`src/rtl/grf_operand_fetch_pkg.sv`:
```
// Shared definitions for the Decode-stage GRF operand fetch block.
// Holds register-file geometry, the D/E payload layout and small helpers
// used by the bypass and hazard logic.
package grf_operand_fetch_pkg;

  localparam logic [4:0] REG_ZERO = 5'd0;
  localparam int         OPND_W   = 32;
  localparam int         REG_NUM  = 32;

  // Payload carried across the D/E boundary alongside op_valid.
  typedef struct packed {
    logic [OPND_W-1:0] rs_val;
    logic [OPND_W-1:0] rt_val;
    logic [4:0]        dst;
    logic [31:0]       pc;
  } de_payload_t;

  // True when this cycle's writeback targets register r.
  function automatic logic wb_targets(input logic       wb_en,
                                      input logic [4:0] wb_addr,
                                      input logic [4:0] r);
    return wb_en && (wb_addr == r);
  endfunction

  // Resolved operand: same-cycle writeback wins over the GRF read,
  // and $0 always reads zero (a writeback to $0 is never forwarded).
  function automatic logic [OPND_W-1:0] fwd_operand(input logic              wb_en,
                                                    input logic [4:0]        wb_addr,
                                                    input logic [OPND_W-1:0] wb_data,
                                                    input logic [4:0]        r,
                                                    input logic [OPND_W-1:0] grf_rd);
    logic [OPND_W-1:0] val;
    if (r == REG_ZERO) begin
      val = '0;
    end else if (wb_targets(wb_en, wb_addr, r)) begin
      val = wb_data;
    end else begin
      val = grf_rd;
    end
    return val;
  endfunction

endpackage

```
`src/rtl/grf_scoreboard.sv`:
```
// Pending-write scoreboard: one busy bit per GRF register, $0 never busy.
// Ports: clk/reset/flush control; wb_en/wb_addr clear a bit; set_en/set_addr
// mark a newly issued destination; busy_vec exposes the full vector.
module grf_scoreboard
  import grf_operand_fetch_pkg::*;
(
  input  logic               clk,
  input  logic               reset,
  input  logic               flush,
  input  logic               wb_en,
  input  logic [4:0]         wb_addr,
  input  logic               set_en,
  input  logic [4:0]         set_addr,
  output logic [REG_NUM-1:0] busy_vec
);

  logic [REG_NUM-1:0] busy_q;
  logic [REG_NUM-1:0] busy_d;

  // Clear first, then set, so a same-register clear/set leaves the bit set:
  // the writeback retires the old producer while the new one takes over.
  always_comb begin
    busy_d = busy_q;
    if (wb_en && (wb_addr != REG_ZERO)) begin
      busy_d[wb_addr] = 1'b0;
    end
    if (set_en && (set_addr != REG_ZERO)) begin
      busy_d[set_addr] = 1'b1;
    end
    busy_d[REG_ZERO] = 1'b0;
  end

  always_ff @(posedge clk) begin
    if (reset || flush) begin
      busy_q <= '0;
    end else begin
      busy_q <= busy_d;
    end
  end

  assign busy_vec = busy_q;

endmodule

```
`src/rtl/grf_operand_fetch.sv`:
```
// Decode-stage operand fetch: scoreboard-based issue stall, writeback bypass
// to both read ports, D/E operand register and a stall-watchdog deadlock flag.
// Ports: iss_* describe the issuing instruction, grf_rd1/2 are the GRF reads
// addressed by iss_rs/iss_rt, wb_* mirror the GRF write port, op_* are the
// registered D/E outputs, stall is combinational, deadlock is sticky.
module grf_operand_fetch
  import grf_operand_fetch_pkg::*;
#(
  parameter int STALL_MAX = 16,
  parameter int CNT_W     = 5
) (
  input  logic              clk,
  input  logic              reset,
  input  logic              iss_valid,
  input  logic [4:0]        iss_rs,
  input  logic [4:0]        iss_rt,
  input  logic              iss_use_rs,
  input  logic              iss_use_rt,
  input  logic              iss_wr,
  input  logic [4:0]        iss_dst,
  input  logic [31:0]       iss_pc,
  input  logic [OPND_W-1:0] grf_rd1,
  input  logic [OPND_W-1:0] grf_rd2,
  input  logic              wb_en,
  input  logic [4:0]        wb_addr,
  input  logic [OPND_W-1:0] wb_data,
  input  logic              flush,
  output logic              stall,
  output logic              op_valid,
  output logic [OPND_W-1:0] op_rs_val,
  output logic [OPND_W-1:0] op_rt_val,
  output logic [4:0]        op_dst,
  output logic [31:0]       op_pc,
  output logic              deadlock
);

  logic [REG_NUM-1:0] busy_vec;
  logic [OPND_W-1:0]  rs_fwd;
  logic [OPND_W-1:0]  rt_fwd;
  logic               hit_rs;
  logic               hit_rt;
  logic               hit_dst;
  logic               fire;
  logic               sb_set;

  de_payload_t        de_q;
  de_payload_t        de_d;
  logic               op_valid_q;
  logic               op_valid_d;

  logic [CNT_W-1:0]   stall_cnt_q;
  logic [CNT_W-1:0]   stall_cnt_d;
  logic               deadlock_q;
  logic               deadlock_d;

  // ---------------------------------------------------------------------
  // Bypass and hazard detection
  // ---------------------------------------------------------------------
  assign rs_fwd = fwd_operand(wb_en, wb_addr, wb_data, iss_rs, grf_rd1);
  assign rt_fwd = fwd_operand(wb_en, wb_addr, wb_data, iss_rt, grf_rd2);

  // A busy register being written back this very cycle is no longer a hazard:
  // sources pick the value up through the bypass, and a destination's old
  // producer retires before the new one claims the bit.
  assign hit_rs  = iss_use_rs && busy_vec[iss_rs]
                   && !wb_targets(wb_en, wb_addr, iss_rs);
  assign hit_rt  = iss_use_rt && busy_vec[iss_rt]
                   && !wb_targets(wb_en, wb_addr, iss_rt);
  assign hit_dst = iss_wr && (iss_dst != REG_ZERO) && busy_vec[iss_dst]
                   && !wb_targets(wb_en, wb_addr, iss_dst);

  assign stall  = iss_valid && !flush && (hit_rs || hit_rt || hit_dst);
  assign fire   = iss_valid && !stall && !flush;
  assign sb_set = fire && iss_wr && (iss_dst != REG_ZERO);

  grf_scoreboard u_sb (
    .clk      (clk),
    .reset    (reset),
    .flush    (flush),
    .wb_en    (wb_en),
    .wb_addr  (wb_addr),
    .set_en   (sb_set),
    .set_addr (iss_dst),
    .busy_vec (busy_vec)
  );

  // ---------------------------------------------------------------------
  // D/E boundary register: payload holds on bubbles so E sees stable data
  // ---------------------------------------------------------------------
  always_comb begin
    de_d       = de_q;
    op_valid_d = 1'b0;
    if (fire) begin
      op_valid_d  = 1'b1;
      de_d.rs_val = rs_fwd;
      de_d.rt_val = rt_fwd;
      de_d.dst    = iss_wr ? iss_dst : REG_ZERO;
      de_d.pc     = iss_pc;
    end
  end

  always_ff @(posedge clk) begin
    if (reset || flush) begin
      op_valid_q <= 1'b0;
      de_q       <= '0;
    end else begin
      op_valid_q <= op_valid_d;
      de_q       <= de_d;
    end
  end

  assign op_valid  = op_valid_q;
  assign op_rs_val = de_q.rs_val;
  assign op_rt_val = de_q.rt_val;
  assign op_dst    = de_q.dst;
  assign op_pc     = de_q.pc;

  // ---------------------------------------------------------------------
  // Stall watchdog: counts consecutive stall cycles, saturating
  // ---------------------------------------------------------------------
  always_comb begin
    stall_cnt_d = '0;
    if (stall) begin
      stall_cnt_d = (stall_cnt_q == {CNT_W{1'b1}}) ? stall_cnt_q
                                                    : stall_cnt_q + CNT_W'(1);
    end
    // Flag rises on the same edge the count reaches the limit.
    deadlock_d = deadlock_q || (stall_cnt_d >= CNT_W'(STALL_MAX));
  end

  always_ff @(posedge clk) begin
    if (reset || flush) begin
      stall_cnt_q <= '0;
      deadlock_q  <= 1'b0;
    end else begin
      stall_cnt_q <= stall_cnt_d;
      deadlock_q  <= deadlock_d;
    end
  end

  assign deadlock = deadlock_q;

endmodule

```
`config.mk`:
```
export PLATFORM = sky130hd
export DESIGN_NAME = grf_operand_fetch
export DESIGN_NICKNAME = d
export VERILOG_FILES = /design/src/rtl/grf_operand_fetch_pkg.sv /design/src/rtl/grf_scoreboard.sv /design/src/rtl/grf_operand_fetch.sv
export SDC_FILE = /design/constraint.sdc
export NUM_CORES = 1
export LEC_CHECK = 0
export CAP_MARGIN = 30
export CORE_ASPECT_RATIO = 1.1
export CORE_MARGIN = 1.5
export CORE_UTILIZATION = 23
export CTS_CLUSTER_SIZE = 28
export DETAILED_ROUTE_END_ITERATION = 8
export PLACE_DENSITY = 0.43
export SLEW_MARGIN = 20
export SYNTH_ARGS = -nofsm -noshare
export SYNTH_HDL_FRONTEND = slang
export SYNTH_SLANG_ARGS = --single-unit
```
`constraint.sdc`:
```
create_clock -name clk -period 7.55 [get_ports clk]
set_input_delay 1.8875 -clock clk [delete_from_list [all_inputs] [get_ports clk]]
set_output_delay 1.8875 -clock clk [all_outputs]
set_load 0.05 [all_outputs]
```
# --- Word-level counts from Yosys, hierarchy flattened ---
# Cells that the tools add are included.
word_totals:
  inputBits: 156
  wordCells: 77
  ff_bits: 140
  out_inout_bits: 104
classes:
  n_bitwise: 3
  eq_ne: 4
  reduce_logical: 33
  addsub: 1
  muxes: 20
  order_cmp: 7
ops:
  columns: ["cell", "n"]
  rows:
  - ["$mux W32", 6]
  - ["$and A32 B32 Y32", 1]
  - ["$not A32 Y32", 1]
  - ["$or A32 B32 Y32", 1]
  - ["$lt A5 B6 Y1 const B", 4]
  - ["$logic_and A1 B1 Y1", 20]
  - ["$bmux W1 S5", 3]
  - ["$eq A5 B5 Y1", 3]
  - ["$mux W5", 3]
  - ["$demux W1 S5", 2]
  - ["$ge A5 B1 Y1 const B", 2]
  - ["$logic_not A5 Y1", 2]
  - ["$reduce_bool A5 Y1", 2]
  - ["$mux W1", 6]
  - ["$add A5 B1 Y5 const B", 1]
  - ["$eq A5 B5 Y1 const B", 1]
  - ["$ge A5 B5 Y1 const B", 1]
  - ["$logic_not A1 Y1", 5]
  - ["$logic_or A1 B1 Y1", 4]

# --- Logic depth before layout (Yosys ltp) ---
depth:
  word_depth: 14
  ltp_mapped: 11

# --- Hierarchy ---
# A second synthesis with hierarchy kept.
unflattened:
  cells_unflattened: 791
  area_unflattened_um2: 7512.2
by_module_without_submodules:
  columns: ["module", "seq_area_each_um2", "cells_per_inst", "instances", "area_each_um2"]
  rows:
  - ["grf_operand_fetch", 2162.1, 652, 1, 6138.4]
  - ["grf_scoreboard", 620.6, 139, 1, 1373.8]

# --- Worst setup path after synthesis ---
# No wires, ideal clock.
synth_path:
  path_kind: "input to output"
  from: "input port iss_dst[0]"
  to: "output port stall"
  stages: 8
  setup_slack_ns: 1.727
  t_arrival_ns: 3.936
  path_cell_list: "buf_2 -> clkbuf_1 -> nand2_1 -> mux2_2 -> a2bb2oi_1 -> o211ai_1 -> a211oi_1 -> nor2_1"
synth_via:
  elab_chain_len: 6
  elab_cells_between_ends: 11
  classes_between: "eq/ne: 1; mux: 2; reduce/logical: 8"
synth_rtl:
  columns: ["item", "line_no", "source"]
  rows:
  - ["from (decl)", "grf_operand_fetch.sv:20", "input logic [4:0] iss_dst,"]
  - ["$bmux W1 S5 (tied with other cells)", "grf_operand_fetch.sv:69", "assign hit_dst = iss_wr && (iss_dst != REG_ZERO) && busy_vec[iss_dst]"]
  - ["$mux W1 (not written as such) (tied with other cells)", "grf_operand_fetch.sv:69", null]
  - ["$logic_and A1 B1 Y1 or $logic_not A1 Y1 (tied branches)", "grf_operand_fetch.sv:69, grf_operand_fetch.sv:70", null]
  - ["$logic_and A1 B1 Y1 (*)", "grf_operand_fetch.sv:70", "&& !wb_targets(wb_en, wb_addr, iss_dst);"]
  - ["$logic_or A1 B1 Y1 (*)", "grf_operand_fetch.sv:72", "assign stall = iss_valid && !flush && (hit_rs || hit_rt || hit_dst);"]
  - ["$logic_and A1 B1 Y1 (*)", "grf_operand_fetch.sv:72", null]
  - ["to (decl)", "grf_operand_fetch.sv:28", "output logic stall,"]
# Mark *: on every way between the ends. The rest lies on a longest branch, timed or not. The select of a mux whose other input is x is not followed.

# --- Final worst setup path ---
layout_path:
  from: "input port iss_rt[1]"
  to: "output port stall"
layout_via:
  elab_chain_len: 7
  elab_cells_between_ends: 10
  classes_between: "eq/ne: 1; mux: 2; reduce/logical: 7"
layout_rtl:
  columns: ["item", "line_no", "source"]
  rows:
  - ["from (decl)", "grf_operand_fetch.sv:16", "input logic [4:0] iss_rt,"]
  - ["$bmux W1 S5 or $eq A5 B5 Y1 (tied branches)", "grf_operand_fetch.sv:67, grf_operand_fetch_pkg.sv:22", null]
  - ["$mux W1 (not written as such) or $logic_and A1 B1 Y1 (tied branches)", "grf_operand_fetch.sv:67, grf_operand_fetch_pkg.sv:22", null]
  - ["$logic_and A1 B1 Y1 or $logic_not A1 Y1 (tied branches)", "grf_operand_fetch.sv:67, grf_operand_fetch.sv:68", null]
  - ["$logic_and A1 B1 Y1 (*)", "grf_operand_fetch.sv:68", "&& !wb_targets(wb_en, wb_addr, iss_rt);"]
  - ["$logic_or A1 B1 Y1 (*) (2 in a row)", "grf_operand_fetch.sv:72", null]
  - ["$logic_and A1 B1 Y1 (*)", "grf_operand_fetch.sv:72", null]
# Marks and branches as above.

==> results <==
- The final weighted congestion in routability-driven placement is 0.785.
- The overall routed net length is 27800 um.
- The fraction of registers with async set or reset after synthesis is 0%.
- By instance count, the cell type seen most on the critical path is sky130_fd_sc_hd__buf_4.
- The total iterations of the first detailed-routing run is 4.
- Global routing consumed, over all layers together, 16.2% of the routing resources.
- The horizontal extent of the die is 178 um.
- The number of global-route vias before repair is 7016.
- The initial antenna violation count is 1.
- The count of endpoints failing setup in the final report is 0.
- The clock tree synthesis step divided the H-tree into 4 levels.
- The max-capacitance violation count is 0.
- Summing every instance area after synthesis gives 7720 um2.
- Synthesis produced a netlist whose cell count is 812.
- Setup repair after global routing left no endpoint under its margin.
- The number of filler cells placed in the layout is 3428.
- The worst-case IR drop observed on VDD is 114 uV.
- The largest net degree at the start of global routing is 173.
- The number of register bits inferred by synthesis is 139.
- The static leakage is 4.25 nW.
- The number of gates resized after CTS is 0.
- Leaving out fill and tap cells, the most frequent cell in the layout is sky130_fd_sc_hd__clkdlybuf4s50_1.
- In the final routed layout, each cell accounts on average for 18.8 um.
- Traced cell by cell, the critical path runs through clkdlybuf4s50_1, mux4_2, inv_1, a211o_1, a2111oi_1, a211oi_1, buf_4, nor2_1, buf_4.
- STA classifies the critical path startpoint as an input port.
- Once layout is complete, the utilization of the core stands at 34.2%.
- The type of destination of the critical path is an output port.
- At the later pin of the worst-skew pair, clock insertion delay measures 0.43 ns.
- Clock-pin slew was measured on the worst setup and hold paths at 0.06 ns.
- The worst hold slack after final layout is 0.445 ns.
- Yosys printed 0 warnings.
- Summing over every cut layer, the via total after detailed routing is 6807.
- In this run the core area contains 70 standard-cell rows.
- The placed wire-length estimate after detailed placement is 19600 um.
- The kind of cell adding the most delay to the critical path is buffers and inverters.
- From bottom edge to top edge, the die measures 195 um.
- In this run the mean area of a mapped cell was 9.50 um2.
- At the worst endpoint, the required time is 5.66 ns.
- The detail route stage leaves a number of antenna-violating nets equal to 0.
- Together, buffers and inverters on the worst path number 4.
- After synthesis, the netlist uses 51 different library cells.
- In the layout the commonest cells are sky130_fd_sc_hd__clkdlybuf4s50_1, sky130_fd_sc_hd__nand2_1, sky130_fd_sc_hd__dfxtp_1, sky130_fd_sc_hd__mux2i_1, sky130_fd_sc_hd__mux2_2.
- Once the clock tree was built, the setup fixing pass inserted 0 buffers.
- The clock arrives with 0.0106 ns of skew.
- The initial utilization of the core area, before any placement, comes to 23.3%.
- The fraction of final layout cells with drive strength greater than 1 is 15.9%.
- The most used flip-flop cell after synthesis is sky130_fd_sc_hd__dfxtp_1.
- The clock sink total is 139.
- 260 I/O pins were placed.
- The number of remaining DRC errors is 0.
- The transition time at the pin with the least slew margin is 0.969 ns.
- The sequential element share of the synthesized area is 36.1%.
- Of all nets on the critical path, the largest fanout is 14.
- The cell with the biggest individual delay on the critical path is sky130_fd_sc_hd__clkdlybuf4s50_1.
- The buffer cell driving the clock tree root is sky130_fd_sc_hd__clkbuf_16.
- The highest attainable clock frequency is 0.152 GHz.
- After global routing the overflow that remains totals 0.
- At the end of the flow, the number of nets in the layout was 1187.
- The final number of hold-violating endpoints came to 0.
- The DRC violation total after the first TritonRoute iteration is 328.
- The first global-routing pass estimated 42600 um of wire.
- The placeable core area is 33100 um2.
- In this run, CTS created clock tree buffers numbering 17.
- In this run the worst hold path is classified as reg -> reg.
- Synthesis produced a netlist with a net count of 969.
- The maximum single-stage delay on the critical path is 0.88 ns.
- The startpoint-to-endpoint class of the critical path is in -> out.
- The run finished with clean final reports.
- At the worst endpoint, the arrival time is 4.68 ns.
- The total of hold buffers inserted after clock tree synthesis is 0.
- The CTS tree is done.
- In this run, synthesis inferred 0 flip-flops with an integrated enable.
- Buffers placed on the I/O ports in this run total 259.
- The area enclosed by the die boundary is 34700 um2.
- The final number of max-transition violations came to 0.
- The relative slew slack is 35.4%.
- The final clock period utilization by the worst path is 87.0%.
- The routed design could run at a clock period as short as 6.57 ns.
- The power density over the cells is 173 nW/um2.
- In the routed layout, each cell is associated on average with a via count of 4.61.
- The setup TNS is 0 ns.
- The maximum root-to-sink buffer count is 2.
- The layout-stage area growth over the synthesis result is 46.5%.
cell usage after synthesis (2+ instances only):
| master | n | area, um2 |
|---|---|---|
| sky130_fd_sc_hd__nand2_1 | 208 | 781 |
| sky130_fd_sc_hd__dfxtp_1 | 139 | 2780 |
| sky130_fd_sc_hd__mux2i_1 | 123 | 1230 |
| sky130_fd_sc_hd__mux2_2 | 67 | 754 |
| sky130_fd_sc_hd__clkbuf_1 | 47 | 176 |
| sky130_fd_sc_hd__o211ai_1 | 28 | 210 |
| sky130_fd_sc_hd__o41ai_2 | 25 | 407 |
| sky130_fd_sc_hd__nand3_1 | 17 | 85.1 |
| sky130_fd_sc_hd__xor2_1 | 13 | 114 |
| sky130_fd_sc_hd__buf_2 | 12 | 60.1 |
| sky130_fd_sc_hd__mux4_2 | 11 | 248 |
| sky130_fd_sc_hd__nor2_1 | 10 | 37.5 |
| sky130_fd_sc_hd__nand3b_1 | 9 | 67.6 |
| sky130_fd_sc_hd__buf_6 | 8 | 90.1 |
| sky130_fd_sc_hd__buf_1 | 6 | 22.5 |
| sky130_fd_sc_hd__inv_1 | 6 | 22.5 |
| sky130_fd_sc_hd__nor2b_1 | 5 | 31.3 |
| sky130_fd_sc_hd__nor4_1 | 5 | 31.3 |
| sky130_fd_sc_hd__o21ai_1 | 5 | 25.0 |
| sky130_fd_sc_hd__xnor2_1 | 5 | 43.8 |
| sky130_fd_sc_hd__nor3_1 | 4 | 20.0 |
| sky130_fd_sc_hd__o22ai_1 | 4 | 25.0 |
| sky130_fd_sc_hd__o311ai_0 | 4 | 35.0 |
| sky130_fd_sc_hd__or3_1 | 4 | 25.0 |
| sky130_fd_sc_hd__or3b_2 | 4 | 35.0 |
| sky130_fd_sc_hd__a2111oi_0 | 3 | 26.3 |
| sky130_fd_sc_hd__a41oi_1 | 3 | 26.3 |
| sky130_fd_sc_hd__and3_1 | 3 | 18.8 |
| sky130_fd_sc_hd__mux2_1 | 3 | 33.8 |
| sky130_fd_sc_hd__o31ai_1 | 3 | 22.5 |
| sky130_fd_sc_hd__a2111oi_1 | 2 | 20.0 |
| sky130_fd_sc_hd__a21oi_1 | 2 | 10.0 |
| sky130_fd_sc_hd__a31o_2 | 2 | 17.5 |
| sky130_fd_sc_hd__a31oi_1 | 2 | 12.5 |
| sky130_fd_sc_hd__nand4_1 | 2 | 12.5 |
| sky130_fd_sc_hd__nor3b_1 | 2 | 15.0 |
| sky130_fd_sc_hd__or2_2 | 2 | 12.5 |
worst paths after layout:
kind	start	to	slack, ns	cells after the start
worst max-delay path	iss_rt[1]	stall	0.98	9
worst min-delay path	deadlock	deadlock	0.44	2
worst max register to register	u_sb.busy_vec[7]	op_rs_val[28]	4.29	7
worst min register to register	deadlock	deadlock	0.44	2
report_power, final:
part           leakage [nW]  internal (mW)  switching, mW
Clock                 0.291          0.501          0.385
Combinational          2.84          0.153          0.170
Sequential             1.12          0.744        0.00560
Total                  4.25           1.40          0.561
cell type report:
cell class	instances	area, um2	share of cell area [%]
diodes	1	2.50	0.0221
inverters	6	22.5	0.199
flip-flops and latches	139	2780	24.6
well taps	432	541	4.78
repair buffers	273	2760	24.4
clock inverters	15	184	1.63
clock buffers	17	425	3.76
multi-input cells	593	4590	40.6
state kept, by name (all words and copies together), names as in the netlist:
name,flops
op_pc,32
stall_cnt_q,5
op_valid,1
op_dst,5
u_sb.busy_vec,31
op_rs_val,32
op_rt_val,32
deadlock,1
logic make-up after synthesis:
logic type	synth area share [%]
AND/OR/NAND/NOR	15.4
buffers and inverters	4.91
XOR/XNOR	2.04
multiplexers	29.4
adder cells (fa/ha/maj)	0.162
AO/OA/AOI/OAI	12.1
flip-flops	36.1
per-layer routing:
| layer | GRT usage (%) | wire length, um | vias up |
|---|---|---|---|
| met2 | 29.4 | 14600 | 179 |
| met1 | 18.1 | 11000 | 3267 |
| li1 | - | - | 3343 |
| met4 | 3.89 | 317 | 0 |
| met5 | 0 | 0 | - |
| met3 | 5.10 | 1810 | 18 |
worst min-delay path: stages (launching register included):
cell and delay [ns]:
sky130_fd_sc_hd__dfxtp_1 0.31, sky130_fd_sc_hd__nand2_1 0.05, sky130_fd_sc_hd__o21ai_1 0.05
per-stage QoR:
step / total power [mW] / setup WS (ns) / area (um2) / cells
after global routing: 2.04 / 0.746 / 11300 / 1476
final: 1.96 / 0.978 / 11300 / 1476
after detailed placement: 1.09 / 0.992 / 10700 / 1442
after floorplan: 0.943 / 1.73 / 7720 / 812
after global placement: 1.09 / 0.978 / 10600 / 1440
after CTS: 1.99 / 0.964 / 11300 / 1474
Power figures use the tool's default switching activity.
